`config.mk`:
```
export PLATFORM = sky130hd
export DESIGN_NAME = imm_encoder
export DESIGN_NICKNAME = d
export VERILOG_FILES = /design/src/rtl/imm_encoder.sv
export SDC_FILE = /design/constraint.sdc
export NUM_CORES = 1
export LEC_CHECK = 0
export CAP_MARGIN = 15
export CORE_AREA = 2 2 125 127
export CTS_CLUSTER_SIZE = 10
export DETAILED_ROUTE_END_ITERATION = 8
export DIE_AREA = 0 0 127 129
export SYNTH_ARGS = -nofsm -noshare
export SYNTH_HDL_FRONTEND = slang
export SYNTH_SLANG_ARGS = --single-unit
```
`constraint.sdc`:
```
create_clock -name clk -period 3.6 [get_ports clk]
set_clock_uncertainty 0.2 [all_clocks]
set_input_delay 1.08 -clock clk [delete_from_list [all_inputs] [get_ports clk]]
set_output_delay 1.08 -clock clk [all_outputs]
set_load 0.01 [all_outputs]
```
`src/rtl/imm_encoder.sv`:
```
// Immediate encoder: inverse of the immediate generator. Places an immediate into
// an instruction template, flags unrepresentable values, and can split I-type into LUI + I.
module imm_encoder (
    input  logic        clk,
    input  logic        rst,
    input  logic        in_valid_i,
    output logic        in_ready_o,
    input  logic [31:0] in_inst_i,
    input  logic [3:0]  in_sel_i,
    input  logic [31:0] in_imm_i,
    input  logic        expand_en_i,
    output logic        out_valid_o,
    input  logic        out_ready_i,
    output logic [31:0] out_inst_o,
    output logic [6:0]  out_imm_ext_o,
    output logic        out_err_o,
    output logic        out_last_o,
    output logic [15:0] err_cnt_o
);

    localparam logic [3:0] SEL_I   = 4'd0;
    localparam logic [3:0] SEL_S   = 4'd1;
    localparam logic [3:0] SEL_B   = 4'd2;
    localparam logic [3:0] SEL_U   = 4'd3;
    localparam logic [3:0] SEL_J   = 4'd4;
    localparam logic [3:0] SEL_Z   = 4'd5;
    localparam logic [3:0] SEL_2   = 4'd6;
    localparam logic [3:0] SEL_L11 = 4'd7;
    localparam logic [3:0] SEL_S11 = 4'd8;
    localparam logic [3:0] SEL_V   = 4'd9;

    localparam logic [6:0] OPC_LUI = 7'b0110111;

    typedef enum logic [0:0] {
        ST_IDLE   = 1'b0,
        ST_SECOND = 1'b1
    } state_t;

    // True when v[31:lo] are all equal, i.e. v is a sign extension of v[lo:0].
    function automatic logic fits_signed(input logic [31:0] v, input int unsigned lo);
        logic [31:0] t;
        t = 32'($signed(v) >>> lo);
        return (t == 32'h0000_0000) || (t == 32'hFFFF_FFFF);
    endfunction

    state_t      state_r, state_n;
    logic        out_valid_r, out_valid_n;
    logic [31:0] out_inst_r, out_inst_n;
    logic [6:0]  out_ext_r, out_ext_n;
    logic        out_err_r, out_err_n;
    logic        out_last_r, out_last_n;
    logic [15:0] err_cnt_r, err_cnt_n;
    logic [31:0] pend_inst_r, pend_inst_n;

    logic [31:0] enc_inst_s;
    logic [6:0]  enc_ext_s;
    logic        enc_err_s;
    logic        expand_s;
    logic        accept_s;
    logic [31:0] lui_sum_s;
    logic [31:0] lui_inst_s;
    logic [31:0] beat2_inst_s;

    // Single-word field placement and representability check for every format.
    always_comb begin
        enc_inst_s = in_inst_i;
        enc_ext_s  = 7'b000_0000;
        enc_err_s  = 1'b0;
        case (in_sel_i)
            SEL_I: begin
                enc_inst_s[31:20] = in_imm_i[11:0];
                enc_err_s         = !fits_signed(in_imm_i, 32'd11);
            end
            SEL_S: begin
                enc_inst_s[31:25] = in_imm_i[11:5];
                enc_inst_s[11:7]  = in_imm_i[4:0];
                enc_err_s         = !fits_signed(in_imm_i, 32'd11);
            end
            SEL_B: begin
                enc_inst_s[31]    = in_imm_i[12];
                enc_inst_s[7]     = in_imm_i[11];
                enc_inst_s[30:25] = in_imm_i[10:5];
                enc_inst_s[11:8]  = in_imm_i[4:1];
                enc_err_s         = in_imm_i[0] || !fits_signed(in_imm_i, 32'd12);
            end
            SEL_U: begin
                enc_inst_s[31:12] = in_imm_i[31:12];
                enc_err_s         = (in_imm_i[11:0] != 12'h000);
            end
            SEL_J: begin
                enc_inst_s[31]    = in_imm_i[20];
                enc_inst_s[19:12] = in_imm_i[19:12];
                enc_inst_s[20]    = in_imm_i[11];
                enc_inst_s[30:21] = in_imm_i[10:1];
                enc_err_s         = in_imm_i[0] || !fits_signed(in_imm_i, 32'd20);
            end
            SEL_Z: begin
                enc_inst_s[19:15] = in_imm_i[4:0];
                enc_err_s         = (in_imm_i[31:5] != 27'd0);
            end
            SEL_2: begin
                enc_inst_s[24:20] = in_imm_i[4:0];
                enc_err_s         = !fits_signed(in_imm_i, 32'd4);
            end
            SEL_L11: begin
                enc_inst_s[30:20] = in_imm_i[10:0];
                enc_err_s         = !fits_signed(in_imm_i, 32'd10);
            end
            SEL_S11: begin
                enc_inst_s[30:25] = in_imm_i[10:5];
                enc_inst_s[11:7]  = in_imm_i[4:0];
                enc_err_s         = !fits_signed(in_imm_i, 32'd10);
            end
            SEL_V: begin
                enc_inst_s[19:15] = in_imm_i[4:0];
                if (fits_signed(in_imm_i, 32'd4)) begin
                    enc_ext_s = 7'b000_0000;
                end else if (fits_signed(in_imm_i, 32'd10)) begin
                    enc_ext_s = {1'b1, in_imm_i[10:5]};
                end else begin
                    enc_err_s = 1'b1;
                end
            end
            default: begin
                // masked-I: odd positive values are reserved
                enc_inst_s[31:20] = in_imm_i[11:0];
                enc_err_s         = !fits_signed(in_imm_i, 32'd11) ||
                                    (!in_imm_i[31] && in_imm_i[0]);
            end
        endcase
    end

    // LUI + I split; the +0x800 compensates for the sign of the low 12 bits.
    always_comb begin
        lui_sum_s    = in_imm_i + 32'h0000_0800;
        lui_inst_s   = {lui_sum_s[31:12], in_inst_i[11:7], OPC_LUI};
        beat2_inst_s = {in_imm_i[11:0], in_inst_i[19:0]};
        expand_s     = (in_sel_i == SEL_I) && expand_en_i &&
                       (in_inst_i[11:7] != 5'd0) && !fits_signed(in_imm_i, 32'd11);
    end

    assign in_ready_o = !rst && (state_r == ST_IDLE) && (!out_valid_r || out_ready_i);
    assign accept_s   = in_valid_i && in_ready_o;

    // Next-state and next-output logic for the two-beat handshake FSM.
    always_comb begin
        state_n     = state_r;
        out_valid_n = out_valid_r;
        out_inst_n  = out_inst_r;
        out_ext_n   = out_ext_r;
        out_err_n   = out_err_r;
        out_last_n  = out_last_r;
        err_cnt_n   = err_cnt_r;
        pend_inst_n = pend_inst_r;
        case (state_r)
            ST_IDLE: begin
                if (accept_s) begin
                    out_valid_n = 1'b1;
                    if (expand_s) begin
                        out_inst_n  = lui_inst_s;
                        out_ext_n   = 7'b000_0000;
                        out_err_n   = 1'b0;
                        out_last_n  = 1'b0;
                        pend_inst_n = beat2_inst_s;
                        state_n     = ST_SECOND;
                    end else begin
                        out_inst_n = enc_inst_s;
                        out_ext_n  = enc_ext_s;
                        out_err_n  = enc_err_s;
                        out_last_n = 1'b1;
                        if (enc_err_s && (err_cnt_r != 16'hFFFF)) begin
                            err_cnt_n = err_cnt_r + 16'd1;
                        end else begin
                            err_cnt_n = err_cnt_r;
                        end
                    end
                end else if (out_ready_i) begin
                    out_valid_n = 1'b0;
                end else begin
                    out_valid_n = out_valid_r;
                end
            end
            ST_SECOND: begin
                if (out_ready_i) begin
                    if (!out_last_r) begin
                        out_inst_n  = pend_inst_r;
                        out_ext_n   = 7'b000_0000;
                        out_err_n   = 1'b0;
                        out_last_n  = 1'b1;
                        out_valid_n = 1'b1;
                    end else begin
                        out_valid_n = 1'b0;
                        state_n     = ST_IDLE;
                    end
                end else begin
                    state_n = ST_SECOND;
                end
            end
            default: begin
                state_n     = ST_IDLE;
                out_valid_n = 1'b0;
            end
        endcase
    end

    // State and output registers.
    always_ff @(posedge clk or posedge rst) begin
        if (rst) begin
            state_r     <= ST_IDLE;
            out_valid_r <= 1'b0;
            out_inst_r  <= 32'h0000_0000;
            out_ext_r   <= 7'b000_0000;
            out_err_r   <= 1'b0;
            out_last_r  <= 1'b0;
            err_cnt_r   <= 16'h0000;
            pend_inst_r <= 32'h0000_0000;
        end else begin
            state_r     <= state_n;
            out_valid_r <= out_valid_n;
            out_inst_r  <= out_inst_n;
            out_ext_r   <= out_ext_n;
            out_err_r   <= out_err_n;
            out_last_r  <= out_last_n;
            err_cnt_r   <= err_cnt_n;
            pend_inst_r <= pend_inst_n;
        end
    end

    assign out_valid_o   = out_valid_r;
    assign out_inst_o    = out_inst_r;
    assign out_imm_ext_o = out_ext_r;
    assign out_err_o     = out_err_r;
    assign out_last_o    = out_last_r;
    assign err_cnt_o     = err_cnt_r;

endmodule

```
==> results by group, run 1 <==
Outcome
  • Run status: finished, final reports clean

Place
  • Routability congestion estimate: 0.912
  • Port Buf Inserts: 131
  • Inst Count DP: 939
  • HPWL Detailed: 14000 µm
  • Post-Place Worst Slack: -388 ps
  • Placed cell area: 0.00763 mm²

Global routing
  • First-pass GRT wire length: 28300 µm
  • Number of global-route vias before repair: 5283
  • GRT Overall Usage: 0.221
  • Largest net degree at the start of global routing: 92
  • Gr ovfl total: 0
  • Initial antenna violation count: 0

Critical path
  • Worst setup SP type: input port
  • Critical path's slowest cell: clkdlybuf4s50_1
  • Worst R2R Setup Slack: 1280 ps
  • Worst path cell trace: clkdlybuf4s50_1 -> buf_4 -> inv_1 -> ha_1 -> nand2_1 -> o32ai_4 -> nor3_1 -> nor3_2 -> o311a_2 -> buf_12 -> nor4_1 -> xor2_1
  • Critical path class: in -> reg
  • Setup crit end kind: flip-flop
  • Worst-case reg-to-reg path depth: 9
  • Terminus of the critical flop-to-flop path: err_cnt_o[12]
  • Crit-path max cell delay: 560 ps
  • Arrival @ worst endpoint: 3540 ps
  • Worst R2R Start: err_cnt_o[7]
  • Critical Path RT: 3660 ps
  • Max FO, Critical Path: 10

Clock network
  • Clock Sinks: 91
  • Hold Buf Count CTS: 0
  • Clk pin slew, worst setup/hold paths: 60 ps
  • TritonCTS buffer count: 9
  • CTS tree: yes
  • Clock Latency Late Sink: 340 ps
  • Clk buf depth: 2
  • CTS root buffer: clkbuf_16
  • H-Tree Depth: 3

Timing
  • Hold slack: 275 ps
  • Final Hold Vio Count: 0
  • Setup violators final: 0
  • Fmax achieved: 287 MHz
  • Worst setup slack after layout: 119 ps
  • Slew headroom: 0.653
  • Final worst path period share: 0.967
  • Max-slew violation count: 0
  • Tmin final: 3480 ps
  • Total negative slack: 0 ps
  • Worst-margin pin slew: 507 ps
  • Unrepaired setup endpoints after global routing: no

Die
  • Rows: 45
  • Die ar.: 0.0164 mm²
  • Starting Density: 0.356
  • Die Span X: 127 µm
  • Core area: 0.0150 mm²
  • Die Y-Extent: 129 µm
  • Ports: 132

Route
  • Routed WL per cell: 18.7 µm
  • Residual DRC: 0
  • Pre-antenna DRT Iters: 5
  • Vias per cell: 5.43
  • Post-route ant nets: 0
  • Final wirelength: 17800 µm
  • Iteration-0 DRC Markers: 295
  • Vias: 5195

Layout
  • Area delta synth->final: 51.4%
  • Post-layout util: 0.538
  • Register area: 0.00228 mm²
  • Nets@finish: 839
  • Share of layout cells above drive strength 1: 0.266
  • Area of the multi-input gates: 0.00290 mm²
  • Antenna cells: 0
  • Fill cells: 1352
  • Design Area, Final: 0.00806 mm²
  • Layout Cells excl Fill: 956

Hold path
  • Worst Hold Depth: 1
  • Hold_sp: out_inst_o[13]
  • Hold Path End: out_inst_o[13]
  • HP Class: reg -> reg

Synth
  • Seq cells post-synth: 91
  • Most frequent cell after synthesis: dfrtp_1
  • Mapped Area: 0.00533 mm²
  • EDFF count, synth: 0
  • Top-area cell type share of the netlist area: 0.428
  • Synth async-reset ratio: 1.00
  • Cells after Synth: 539
  • Synth cell types: 63
  • Syn avg cell area: 9.88 µm²
  • Post-synthesis sequential area ratio: 0.428
  • Post-synth top flop: dfrtp_1
  • Top cells by count, synth: dfrtp_1 (91), nand2_1 (46), o21ai_0 (41)
  • Area contributors post-synth: dfrtp_1 (43%), mux2_2 (6.8%), o21ai_0 (3.9%), xor2_1 (3.5%), nand2_1 (3.2%)
  • Yosys warns: 0
  • Dominant cell type by area after synthesis: dfrtp_1
  • Syn nets: 615

Job
  • Max-cap violations: 0

Pwr
  • Leak pwr: 3.55 nW
  • Power Dens Cells: 399 mW/mm²
  • Max rail drop VDD: 0.248 mV
  • Total design power: 3.22 mW
-- flip-flops by register name, summed over array words and instances (netlist names) --
| register | cells |
|---|---|
| out_valid_o | 1 |
| out_err_o | 1 |
| out_inst_o | 32 |
| state_r | 1 |
| pend_inst_r | 32 |
| err_cnt_o | 16 |
| out_imm_ext_o | 7 |
| out_last_o | 1 |
-- layout by cell type (no fill, tap or decap), drive strengths merged, types with 9 or more instances in the layout --
master	count
a21oi	23
clkbuf	10
dfrtp	91
o21ai	41
clkdlybuf4s50	121
nand4	14
a22o	12
nor2	33
nor3	13
a211oi	15
xnor2	12
nand3	18
buf	118
a22oi	13
xor2	21
nor4	16
nand2	46
dlymetal6s2s	9
inv	12
mux2	32
-- metal layers --
metal	vias up	wire length, µm	global-route usage
met2	170	8530	0.368
li1	2454	-	-
met3	29	869	0.0403
met5	-	0	0
met4	0	350	0.0672
met1	2542	8100	0.295
-- worst max path at each step --
stage / endpoint / startpoint / slack [ps] / depth (start not counted)
floorplan: pend_inst_r[10] / in_imm_i[11] / 260 / 10
detailed placement: err_cnt_o[8] / in_imm_i[28] / -390 / 11
finish: err_cnt_o[15] / in_imm_i[11] / 120 / 12
global placement: err_cnt_o[9] / in_imm_i[28] / -440 / 11
CTS: err_cnt_o[1] / in_imm_i[28] / 10 / 10
global route: out_imm_ext_o[5] / in_imm_i[14] / 2 / 9
-- logic make-up after synthesis --
family / count (synthesis) / share of synthesized area
mux: 38 / 0.0789
flops: 91 / 0.428
compound gates: 143 / 0.191
xor+xnor: 33 / 0.0543
buf+inv: 49 / 0.0432
simple gates: 182 / 0.198
fa+ha+maj: 3 / 0.00705
-- layout make-up --
type / count / share of cell area
Inverter: 13 / 0.00652
Tap cell: 188 / 0.0292
Clock inverter: 6 / 0.0141
Clock buffer: 10 / 0.0284
Multi-Input combinational cell: 399 / 0.360
Sequential cell: 91 / 0.282
Timing Repair Buffer: 249 / 0.280
-- power by group --
| part | total, mW | switching [mW] | internal (mW) |
|---|---|---|---|
| clock network | 1.08 | 0.397 | 0.680 |
| logic | 0.856 | 0.376 | 0.479 |
| registers | 1.29 | 0.113 | 1.17 |
| total | 3.22 | 0.887 | 2.33 |
-- worst max-delay path, delay by kind of cell --
family / cells / cell delay (ps)
simple gates: 4 / 820
xor+xnor: 1 / 180
compound gates: 2 / 310
buf+inv: 4 / 970
fa+ha+maj: 1 / 190
-- repair_timing --
item,4_1_cts,5_1_grt
setup endpoints to repair,17,25
gates resized for setup,3,22
buffers inserted,0,1
pin swaps,0,7
Note: power is estimated with default switching activity, not from simulation.
==> inputs of run 2 (changes only) <==
--- a/config.mk
+++ b/config.mk
@@ -5,7 +5,7 @@
 export SDC_FILE = /design/constraint.sdc
 export NUM_CORES = 1
 export LEC_CHECK = 0
-export CAP_MARGIN = 15
+export CAP_MARGIN = 20
 export CORE_AREA = 2 2 125 127
 export CTS_CLUSTER_SIZE = 10
 export DETAILED_ROUTE_END_ITERATION = 8
==> results of run 2 <==
The final DEF is identical to that of run 1; final timing and power are the same.
